==> src/rtl/rv_pkg.sv <==
// rv_pkg: shared integer-pipeline widths, register address/word types and fixed register indices.
package rv_pkg;
    localparam int XLEN = 32;
    localparam int REG_ADDR_W = 5;
    localparam int NUM_REGS = 1 << REG_ADDR_W;
    typedef logic [REG_ADDR_W-1:0] reg_addr_t;
    typedef logic [XLEN-1:0] word_t;
    localparam reg_addr_t REG_ZERO = 5'd0;
    localparam reg_addr_t REG_SP = 5'd2;
endpackage

==> src/rtl/wb_regfile_if.sv <==
// wb_regfile_if: MEM/WB writeback inputs, ID read ports and debug counter of the writeback stage.
interface wb_regfile_if #(
    parameter int DATA_W = 32
);
    import rv_pkg::*;
    logic              reg_write_en_in;
    logic              MemtoReg_in;
    logic [DATA_W-1:0] alu_result_in;
    logic [DATA_W-1:0] mem_read_data_in;
    reg_addr_t         rd_addr_in;
    reg_addr_t         rs1_addr;
    reg_addr_t         rs2_addr;
    logic [DATA_W-1:0] rs1_data;
    logic [DATA_W-1:0] rs2_data;
    logic [DATA_W-1:0] wb_data_out;
    logic              wb_commit;
    logic [31:0]       wb_count;
    modport master (
        output reg_write_en_in, MemtoReg_in, alu_result_in, mem_read_data_in, rd_addr_in,
               rs1_addr, rs2_addr,
        input  rs1_data, rs2_data, wb_data_out, wb_commit, wb_count
    );
    modport slave (
        input  reg_write_en_in, MemtoReg_in, alu_result_in, mem_read_data_in, rd_addr_in,
               rs1_addr, rs2_addr,
        output rs1_data, rs2_data, wb_data_out, wb_commit, wb_count
    );
endinterface

==> src/rtl/wb_regfile_rf_read_port.sv <==
// rf_read_port: one register-file read port with x0 forced to zero and same-cycle write-through bypass.
module rf_read_port
    import rv_pkg::*;
#(
    parameter int DATA_W = 32
) (
    input  reg_addr_t         addr_i,
    input  logic [DATA_W-1:0] regs_i [NUM_REGS],
    input  logic              byp_en_i,
    input  reg_addr_t         byp_addr_i,
    input  logic [DATA_W-1:0] byp_data_i,
    output logic [DATA_W-1:0] data_o
);
    // Array lookup and bypass compare are independent so they evaluate in parallel.
    logic              hit;
    logic [DATA_W-1:0] arr;
    always_comb begin
        hit = byp_en_i && (addr_i == byp_addr_i);
        arr = regs_i[addr_i];
        data_o = (addr_i == REG_ZERO) ? '0 : hit ? byp_data_i : arr;
    end
endmodule

==> src/rtl/wb_regfile.sv <==
// wb_regfile: writeback value select, 31-entry flop register file with async reset, two bypassed read ports.
module wb_regfile
    import rv_pkg::*;
#(
    parameter int                DATA_W     = 32,
    parameter logic [DATA_W-1:0] STACK_INIT = 32'h0000_0FFC
) (
    input logic       clk,
    input logic       rst_n,
    wb_regfile_if.slave bus
);
    logic [DATA_W-1:0] regs_q [1:NUM_REGS-1];
    logic [DATA_W-1:0] regs_view [NUM_REGS];
    logic [DATA_W-1:0] wb_data;
    logic              commit;
    logic [31:0]       wb_count_q;
    logic [31:0]       wb_count_d;
    always_comb begin
        wb_data = bus.MemtoReg_in ? bus.mem_read_data_in : bus.alu_result_in;
        commit = bus.reg_write_en_in && (bus.rd_addr_in != REG_ZERO);
        wb_count_d = wb_count_q + 32'd1;
    end
    // x0 has no storage; the read view supplies a constant zero in its slot.
    always_comb begin
        regs_view[0] = '0;
        for (int i = 1; i < NUM_REGS; i++) regs_view[i] = regs_q[i];
    end
    always_ff @(posedge clk or negedge rst_n) begin
        if (!rst_n) begin
            for (int i = 1; i < NUM_REGS; i++) regs_q[i] <= (i == int'(REG_SP)) ? STACK_INIT : '0;
            wb_count_q <= '0;
        end else if (commit) begin
            regs_q[bus.rd_addr_in] <= wb_data;
            wb_count_q <= wb_count_d;
        end
    end
    rf_read_port #(.DATA_W(DATA_W)) u_rs1 (
        .addr_i     (bus.rs1_addr),
        .regs_i     (regs_view),
        .byp_en_i   (commit),
        .byp_addr_i (bus.rd_addr_in),
        .byp_data_i (wb_data),
        .data_o     (bus.rs1_data)
    );
    rf_read_port #(.DATA_W(DATA_W)) u_rs2 (
        .addr_i     (bus.rs2_addr),
        .regs_i     (regs_view),
        .byp_en_i   (commit),
        .byp_addr_i (bus.rd_addr_in),
        .byp_data_i (wb_data),
        .data_o     (bus.rs2_data)
    );
    assign bus.wb_data_out = wb_data;
    assign bus.wb_commit = commit;
    assign bus.wb_count = wb_count_q;
endmodule

==> src/flat_wrapper.sv <==
// flat-port wrapper written by rule: the top's interface ports become plain ports
module wb_regfile_flat import rv_pkg::*;
#(
    parameter int                DATA_W     = 32,
    parameter logic [DATA_W-1:0] STACK_INIT = 32'h0000_0FFC
)
  (clk, rst_n, bus_reg_write_en_in, bus_MemtoReg_in, bus_alu_result_in, bus_mem_read_data_in, bus_rd_addr_in, bus_rs1_addr, bus_rs2_addr, bus_rs1_data, bus_rs2_data, bus_wb_data_out, bus_wb_commit, bus_wb_count);
  wb_regfile_if #(.DATA_W(DATA_W)) bus_i ();
  input logic clk;
  input logic rst_n;
  input wire logic [$bits(bus_i.reg_write_en_in)-1:0] bus_reg_write_en_in;
  input wire logic [$bits(bus_i.MemtoReg_in)-1:0] bus_MemtoReg_in;
  input wire logic [$bits(bus_i.alu_result_in)-1:0] bus_alu_result_in;
  input wire logic [$bits(bus_i.mem_read_data_in)-1:0] bus_mem_read_data_in;
  input wire logic [$bits(bus_i.rd_addr_in)-1:0] bus_rd_addr_in;
  input wire logic [$bits(bus_i.rs1_addr)-1:0] bus_rs1_addr;
  input wire logic [$bits(bus_i.rs2_addr)-1:0] bus_rs2_addr;
  output wire logic [$bits(bus_i.rs1_data)-1:0] bus_rs1_data;
  output wire logic [$bits(bus_i.rs2_data)-1:0] bus_rs2_data;
  output wire logic [$bits(bus_i.wb_data_out)-1:0] bus_wb_data_out;
  output wire logic [$bits(bus_i.wb_commit)-1:0] bus_wb_commit;
  output wire logic [$bits(bus_i.wb_count)-1:0] bus_wb_count;
  assign bus_i.reg_write_en_in = bus_reg_write_en_in;
  assign bus_i.MemtoReg_in = bus_MemtoReg_in;
  assign bus_i.alu_result_in = bus_alu_result_in;
  assign bus_i.mem_read_data_in = bus_mem_read_data_in;
  assign bus_i.rd_addr_in = bus_rd_addr_in;
  assign bus_i.rs1_addr = bus_rs1_addr;
  assign bus_i.rs2_addr = bus_rs2_addr;
  assign bus_rs1_data = bus_i.rs1_data;
  assign bus_rs2_data = bus_i.rs2_data;
  assign bus_wb_data_out = bus_i.wb_data_out;
  assign bus_wb_commit = bus_i.wb_commit;
  assign bus_wb_count = bus_i.wb_count;
  wb_regfile #(.DATA_W(DATA_W), .STACK_INIT(STACK_INIT)) u_core (.clk(clk), .rst_n(rst_n), .bus(bus_i));
endmodule
==> config.mk <==
export PLATFORM = sky130hd
export DESIGN_NAME = wb_regfile_flat
export DESIGN_NICKNAME = d
export VERILOG_FILES = /design/src/rtl/rv_pkg.sv /design/src/rtl/wb_regfile_if.sv /design/src/rtl/wb_regfile_rf_read_port.sv /design/src/rtl/wb_regfile.sv /design/src/flat_wrapper.sv
export SDC_FILE = /design/constraint.sdc
export NUM_CORES = 2
export LEC_CHECK = 0
export CORE_MARGIN = 1.5
export CORE_UTILIZATION = 50
export DETAILED_ROUTE_END_ITERATION = 10
export MAX_ROUTING_LAYER = met4
export PLACE_DENSITY_LB_ADDON = 0.2
export SLEW_MARGIN = 20
export SYNTH_ARGS = -nofsm -noshare
export SYNTH_HDL_FRONTEND = slang
export SYNTH_SLANG_ARGS = --single-unit
==> constraint.sdc <==
create_clock -name clk -period 8.2 [get_ports clk]
set_clock_uncertainty 0.15 [all_clocks]
set_input_delay 2.05 -clock clk [delete_from_list [all_inputs] [get_ports clk]]
set_output_delay 2.05 -clock clk [all_outputs]
set_load 0.03 [all_outputs]
## After elaboration in Yosys (flattened, before gate mapping)

Cells that the tools add are included.

- $add $sub $neg: 1
- Eq/ne operators: 2
- Multiplexer cells: 14
- Bitwise operators: 3
- Magnitude comparators: 4
- Reductions and logical operators: 7

Operators with widths:

| cell | number |
|---|---|
| 992-bit bitwise mux | 1 |
| 32-bit binary-select mux with 5-bit select | 2 |
| 32-bit 2-to-1 mux | 10 |
| 32-bit demux with 5-bit select | 1 |
| 32-bit by 1-bit adder with 32-bit output (second input constant) | 1 |
| 6-bit >= comparator (second input constant) | 3 |
| 5-bit NOT with 6-bit output | 3 |
| 5-bit == test | 2 |
| 5-bit logical NOT | 2 |
| 6-bit by 1-bit less-than comparator with 1-bit output (second input constant) | 1 |
| 5-bit nonzero test | 1 |
| 1-bit logical AND | 4 |

- Input bits: 83
- Output and inout port bits: 129
- Bits in registers: 1024
- Word-level logic and storage cells: 63

## Logic depth before layout (Yosys ltp)

- Word-level depth: 6
- Depth in mapped cells: 10
- Gate-level depth less buffers: 5

## Cells and area by module

Synthesis repeated with hierarchy kept, for this count alone.

- Cell total of the unflattened synthesis: 5216
- Area total of the unflattened synthesis: 55130.4 µm²

Modules (own cells, without submodules):

| module | times used | seq. area each (µm²) | area an instance (µm²) | cells each |
|---|---|---|---|---|
| wb_regfile | 1 | 25637.1 | 36950.4 | 3512 |
| rf_read_port | 2 | 0.0 | 9090.0 | 852 |

## Least setup slack after synthesis

Ideal clock, no wire load.

- Path kind: in2out
- Start point: input bus_rs1_addr[3]
- End point: output bus_rs1_data[31]
- Arrival time: 4.105 ns
- Stages on the path: 8
- Path slack: 1.895 ns
- Buffers on the path: 3
- Required time: 6.000 ns
- Cells stage by stage: clkbuf_1 xor2_1 nor3_1 and4_1 clkbuf_1 nor2b_1 clkbuf_1 a221oi_1

- Cells in the longest elaborated chain, start to end: 6
- Elaborated cells between the ends (all ways): 9
- Classes of those cells: eq/ne (1); mux (5); bitwise (1); reduce/logical (2)

Ends and longest elaborated chain:

| element | RTL line | RTL |
|---|---|---|
| start: declaration | flat_wrapper.sv:16 | `input wire logic [$bits(bus_i.rs1_addr)-1:0] bus_rs1_addr;` |
| 5-bit NOT with 6-bit output (not written as such) | wb_regfile_rf_read_port.sv:19 | `arr = regs_i[addr_i];` |
| 32-bit binary-select mux with 5-bit select | wb_regfile_rf_read_port.sv:19 |  |
| 32-bit 2-to-1 mux (not written as such) (2 in a row) | wb_regfile_rf_read_port.sv:19 |  |
| 32-bit 2-to-1 mux | wb_regfile_rf_read_port.sv:20 | `data_o = (addr_i == REG_ZERO) ? '0 : hit ? byp_data_i : arr;` |
| 32-bit 2-to-1 mux (*) | wb_regfile_rf_read_port.sv:20 |  |
| end: declaration | flat_wrapper.sv:18 | `output wire logic [$bits(bus_i.rs1_data)-1:0] bus_rs1_data;` |

Mark *: on every way between the ends. The rest lies on a longest branch, timed or not. The select of a mux whose other input is x is not followed.

## Worst setup path in the final report

- Start point: input bus_rd_addr_in[2]
- End point: output bus_rs1_data[12]

- Cells in the longest elaborated chain, start to end: 5
- Elaborated cells between the ends (all ways): 6
- Classes of those cells: eq/ne (1); mux (2); reduce/logical (3)

Ends and longest elaborated chain:

| element | RTL line | RTL |
|---|---|---|
| start: declaration | flat_wrapper.sv:15 | `input wire logic [$bits(bus_i.rd_addr_in)-1:0] bus_rd_addr_in;` |
| 5-bit nonzero test | wb_regfile.sv:20 | `commit = bus.reg_write_en_in && (bus.rd_addr_in != REG_ZERO);` |
| 1-bit logical AND | wb_regfile.sv:20 |  |
| 1-bit logical AND (*) | wb_regfile_rf_read_port.sv:18 | `hit = byp_en_i && (addr_i == byp_addr_i);` |
| 32-bit 2-to-1 mux (*) (2 in a row) | wb_regfile_rf_read_port.sv:20 |  |

Mark *: on every way between the ends. The rest lies on a longest branch, timed or not.

==> impl_results.html <==
<table>
<tr><th>Metric</th><th>Value</th></tr>
<tr><th colspan="2">Run status</th></tr>
<tr><td>Result of the run</td><td>complete, but fails checks</td></tr>
<tr><td>Failing checks</td><td>DRC, setup timing</td></tr>
<tr><th colspan="2">Logic synthesis</th></tr>
<tr><td>Dominant cell by count in the synthesized netlist</td><td>sky130_fd_sc_hd__dfrtp_1</td></tr>
<tr><td>Synth area leaders</td><td>sky130_fd_sc_hd__dfrtp_1, sky130_fd_sc_hd__mux4_2, sky130_fd_sc_hd__o21ai_0, sky130_fd_sc_hd__nand2_1, sky130_fd_sc_hd__a21oi_1</td></tr>
<tr><td>Net count of the mapped netlist</td><td>5001</td></tr>
<tr><td>Instance count of the mapped netlist</td><td>4917</td></tr>
<tr><td>Cell type with the largest total area after synthesis</td><td>sky130_fd_sc_hd__dfrtp_1</td></tr>
<tr><td>FF+latch count, synth</td><td>1024</td></tr>
<tr><td>Fraction of synthesized cell area taken by the top area cell type</td><td>47.6%</td></tr>
<tr><td>Netlist area before placement</td><td>53300 um^2</td></tr>
<tr><td>Number of distinct library cells after synthesis</td><td>54</td></tr>
<tr><td>Sequential share of the synthesized area</td><td>48.1%</td></tr>
<tr><td>Fraction of synthesis flops using an asynchronous set or reset pin</td><td>100%</td></tr>
<tr><td>Synth cell count leaders</td><td>sky130_fd_sc_hd__dfrtp_1, sky130_fd_sc_hd__nand2_1, sky130_fd_sc_hd__o21ai_0</td></tr>
<tr><td>Mapped Avg Cell Area</td><td>10.9 um^2</td></tr>
<tr><td>Number of flops mapped to enable cells by yosys</td><td>0</td></tr>
<tr><td>Ys flop type</td><td>sky130_fd_sc_hd__dfrtp_1</td></tr>
<tr><td>Count of synthesis-stage warnings from yosys</td><td>0</td></tr>
<tr><th colspan="2">Worst setup path</th></tr>
<tr><td>Type of origin of the critical path</td><td>input pin</td></tr>
<tr><td>Launching point of the worst reg2reg path</td><td>u_core.bus.wb_count[0]</td></tr>
<tr><td>Arrival time at the worst endpoint</td><td>6.01 ns</td></tr>
<tr><td>Setup Crit Path Kind</td><td>input pin to output pin</td></tr>
<tr><td>Critical Path Start</td><td>bus_rd_addr_in[2]</td></tr>
<tr><td>Setup crit end kind</td><td>output pin</td></tr>
<tr><td>Critical Path Fanout Max</td><td>38</td></tr>
<tr><td>CP required</td><td>6.00 ns</td></tr>
<tr><th colspan="2">STA</th></tr>
<tr><td>Count of final hold-check violations</td><td>0</td></tr>
<tr><td>Measured slew at the worst slew-check pin</td><td>1.23 ns</td></tr>
<tr><td>RSZ-0062 raised after global routing</td><td>no</td></tr>
<tr><td>Fraction of the cycle the final worst path needs</td><td>100%</td></tr>
<tr><td>Shortest period the worst path allows</td><td>8.21 ns</td></tr>
<tr><td>Worst hold slack after final layout</td><td>0.322 ns</td></tr>
<tr><td>Setup slack after layout</td><td>-0.00621 ns</td></tr>
<tr><td>Slew Viols, Final</td><td>0</td></tr>
<tr><td>Maximum operating frequency</td><td>0.122 GHz</td></tr>
<tr><td>Final-report setup violation count</td><td>1</td></tr>
<tr><td>Worst slew slack as a fraction of its limit</td><td>18.0%</td></tr>
<tr><th colspan="2">Drt</th></tr>
<tr><td>Total DRC errors in the routed layout</td><td>30</td></tr>
<tr><td>Number of iterations in the first detailed-routing pass</td><td>9</td></tr>
<tr><td>Overall routed net length</td><td>179 mm</td></tr>
<tr><td>Number of antenna-violating nets in the routed design</td><td>0</td></tr>
<tr><td>Mean routed wirelength per cell</td><td>28.1 um</td></tr>
<tr><td>First DRT Iteration DRCs</td><td>4929</td></tr>
<tr><td>Via density per instance</td><td>6.53</td></tr>
<tr><td>Number of vias in the routed layout</td><td>41610</td></tr>
<tr><th colspan="2">Global routing</th></tr>
<tr><td>Wire length of the first global-routing pass</td><td>267 mm</td></tr>
<tr><td>GR Overflow Total</td><td>0</td></tr>
<tr><td>Number of global-route vias before repair</td><td>40288</td></tr>
<tr><td>Largest net degree at the start of global routing</td><td>176</td></tr>
<tr><td>Number of antenna violations at the first check in global routing</td><td>6</td></tr>
<tr><td>Aggregate global-route resource usage</td><td>34.3%</td></tr>
<tr><th colspan="2">Placement</th></tr>
<tr><td>Weighted congestion reported at the end of routability-driven placement</td><td>0.885</td></tr>
<tr><td>Port bufs</td><td>211</td></tr>
<tr><td>DP HPWL</td><td>111 mm</td></tr>
<tr><th colspan="2">Floorplan</th></tr>
<tr><td>Die Ht</td><td>330 um</td></tr>
<tr><td>Std-Cell Rows</td><td>119</td></tr>
<tr><td>Die Outline Area</td><td>109000 um^2</td></tr>
<tr><td>Io pins</td><td>212</td></tr>
<tr><td>Die width</td><td>330 um</td></tr>
<tr><td>Core outline area</td><td>106000 um^2</td></tr>
<tr><td>Initial standard-cell utilization of the core</td><td>50.5%</td></tr>
<tr><th colspan="2">Clock network</th></tr>
<tr><td>Count of buffers added by post-CTS timing repair for setup</td><td>0</td></tr>
<tr><td>Maximum clock path buffer count</td><td>3</td></tr>
<tr><td>Cts repair resizes</td><td>0</td></tr>
<tr><td>Clock latency at the later pin of the worst-skew pair</td><td>0.70 ns</td></tr>
<tr><td>Number of CTS-inserted buffers</td><td>107</td></tr>
<tr><td>H-Tree Level Count</td><td>3</td></tr>
<tr><td>Post-CTS clock slew at the launch and capture registers of the worst setup and hold paths</td><td>0.06 ns</td></tr>
<tr><td>Clock Root Buffer</td><td>sky130_fd_sc_hd__clkbuf_16</td></tr>
<tr><td>Number of clock sinks seen by CTS</td><td>1024</td></tr>
<tr><td>Cts hold-fix bufs</td><td>0</td></tr>
<tr><td>TritonCTS clock tree</td><td>done</td></tr>
<tr><th colspan="2">Layout</th></tr>
<tr><td>Final-stage net count</td><td>4970</td></tr>
<tr><td>Register Area</td><td>25600 um^2</td></tr>
<tr><td>Finished Core Util</td><td>58.3%</td></tr>
<tr><td>P&amp;R area growth vs syn</td><td>15.3%</td></tr>
<tr><td>Proportion of layout cells with a drive suffix above 1</td><td>21.5%</td></tr>
<tr><td>Multi-input gate area</td><td>26100 um^2</td></tr>
<tr><td>Layout fillers</td><td>8672</td></tr>
<tr><th colspan="2">Run</th></tr>
<tr><td>Number of max-capacitance violations reported</td><td>0</td></tr>
<tr><th colspan="2">Hold path</th></tr>
<tr><td>Launch instance of the worst min-delay path</td><td>u_core.bus.wb_count[31]</td></tr>
<tr><td>Worst hold path type</td><td>register to register</td></tr>
<tr><th colspan="2">Pwr</th></tr>
<tr><td>IR drop worst, VDD</td><td>0.167 mV</td></tr>
<tr><td>Power Total</td><td>0.0159 W</td></tr>
<tr><td>Leak Pwr</td><td>25.6 nW</td></tr>
<tr><td>Power density relative to cell area</td><td>259 nW/um^2</td></tr>
</table>
[registers in the layout, summed over array words and instances (netlist names)]
name,count
u_core.bus.wb_count,32
u_core.regs_q,992
[cell families after synthesis]
logic type	count (synthesis)	share of synthesized area [%]
AO/OA/AOI/OAI	1327	14.2
XOR/XNOR	41	0.673
adder cells (fa/ha/maj)	1	0.0234
buffers and inverters	552	4.21
flip-flops	1024	48.1
multiplexers	642	22.8
AND/OR/NAND/NOR	1330	10.0
[worst paths after layout]
path / slack [ns] / to / cells after the start
worst max-delay path: -0.006 / bus_rs1_data[12] / 9
worst min register to register: 0.32 / u_core.bus.wb_count[31] / 1
max in group asynchronous: 4.97 / u_core.regs_q[696] / 3
min in group asynchronous: 1.22 / u_core.regs_q[737] / 1
worst min-delay path: 0.32 / u_core.bus.wb_count[31] / 1
worst max register to register: 5.73 / u_core.bus.wb_count[20] / 5
[placed cells by master (no fill, tap or decap), types with 11 or more instances in the layout]
cell and count:
sky130_fd_sc_hd__clkinv_2 26, sky130_fd_sc_hd__a22o_1 31, sky130_fd_sc_hd__mux2i_1 38, sky130_fd_sc_hd__nand3_1 42
sky130_fd_sc_hd__clkbuf_16 108, sky130_fd_sc_hd__buf_4 144, sky130_fd_sc_hd__mux2i_4 27, sky130_fd_sc_hd__mux4_2 445
sky130_fd_sc_hd__xnor2_1 28, sky130_fd_sc_hd__a2111oi_0 30, sky130_fd_sc_hd__xor2_1 13, sky130_fd_sc_hd__nor3_1 36
sky130_fd_sc_hd__mux2_2 127, sky130_fd_sc_hd__clkbuf_1 22, sky130_fd_sc_hd__nor2b_1 35, sky130_fd_sc_hd__a22oi_1 31
sky130_fd_sc_hd__dfrtp_1 1014, sky130_fd_sc_hd__nor2_1 393, sky130_fd_sc_hd__nand2_1 743, sky130_fd_sc_hd__o211ai_1 94
sky130_fd_sc_hd__clkbuf_8 22, sky130_fd_sc_hd__a221oi_1 91, sky130_fd_sc_hd__a21oi_1 388, sky130_fd_sc_hd__nand2_2 15
sky130_fd_sc_hd__buf_12 77, sky130_fd_sc_hd__bufinv_16 13, sky130_fd_sc_hd__clkdlybuf4s50_1 141, sky130_fd_sc_hd__nor2_4 13
sky130_fd_sc_hd__o21ai_0 635, sky130_fd_sc_hd__inv_1 37, sky130_fd_sc_hd__nand4_1 11
[power by group]
group	internal (W)	total [W]	switching (W)
Sequential	0.00613	0.00696	0.000832
Combinational	0.00193	0.00380	0.00187
Clock	0.00303	0.00516	0.00213
Total	0.0111	0.0159	0.00483
[layout make-up]
type	instances	area share, %
Multi-Input combinational cell	3341	42.3
Sequential cell	1024	41.7
Tap cell	1391	2.83
Clock inverter	50	1.02
Antenna cell	6	0.0244
Inverter	38	0.232
Timing Repair Buffer	374	6.85
Clock buffer	152	5.02
[critical path: stages]
cell	delay (ns)
sky130_fd_sc_hd__clkdlybuf4s50_1	0.58
sky130_fd_sc_hd__buf_4	0.27
sky130_fd_sc_hd__xor2_1	0.17
sky130_fd_sc_hd__nor3_1	0.22
sky130_fd_sc_hd__and4_4	0.72
sky130_fd_sc_hd__nor2b_4	0.33
sky130_fd_sc_hd__buf_4	0.33
sky130_fd_sc_hd__a221oi_1	1.10
sky130_fd_sc_hd__buf_12	0.22
[through the flow]
stage                     TNS [ns]  instances  area (um^2)  worst slack, ns
after floorplan                  0       4917        53300             1.89
after global placement           0       6165        57700            0.136
after detailed placement         0       6166        57700            0.202
after CTS                        0       6368        61400            0.165
after global routing             0       6375        61500           0.0183
final                     -0.00621       6376        61500         -0.00621
[per-layer routing]
metal  vias up  part of all wire (%)  GRT usage, %
met3       400                    10          8.25
met4         0                   3.9          13.1
met2      2169                    45          48.8
met5         -                     0             -
met1     21212                    41          47.7
li1      17829                     -             -
(Power assumes the default switching activity.)
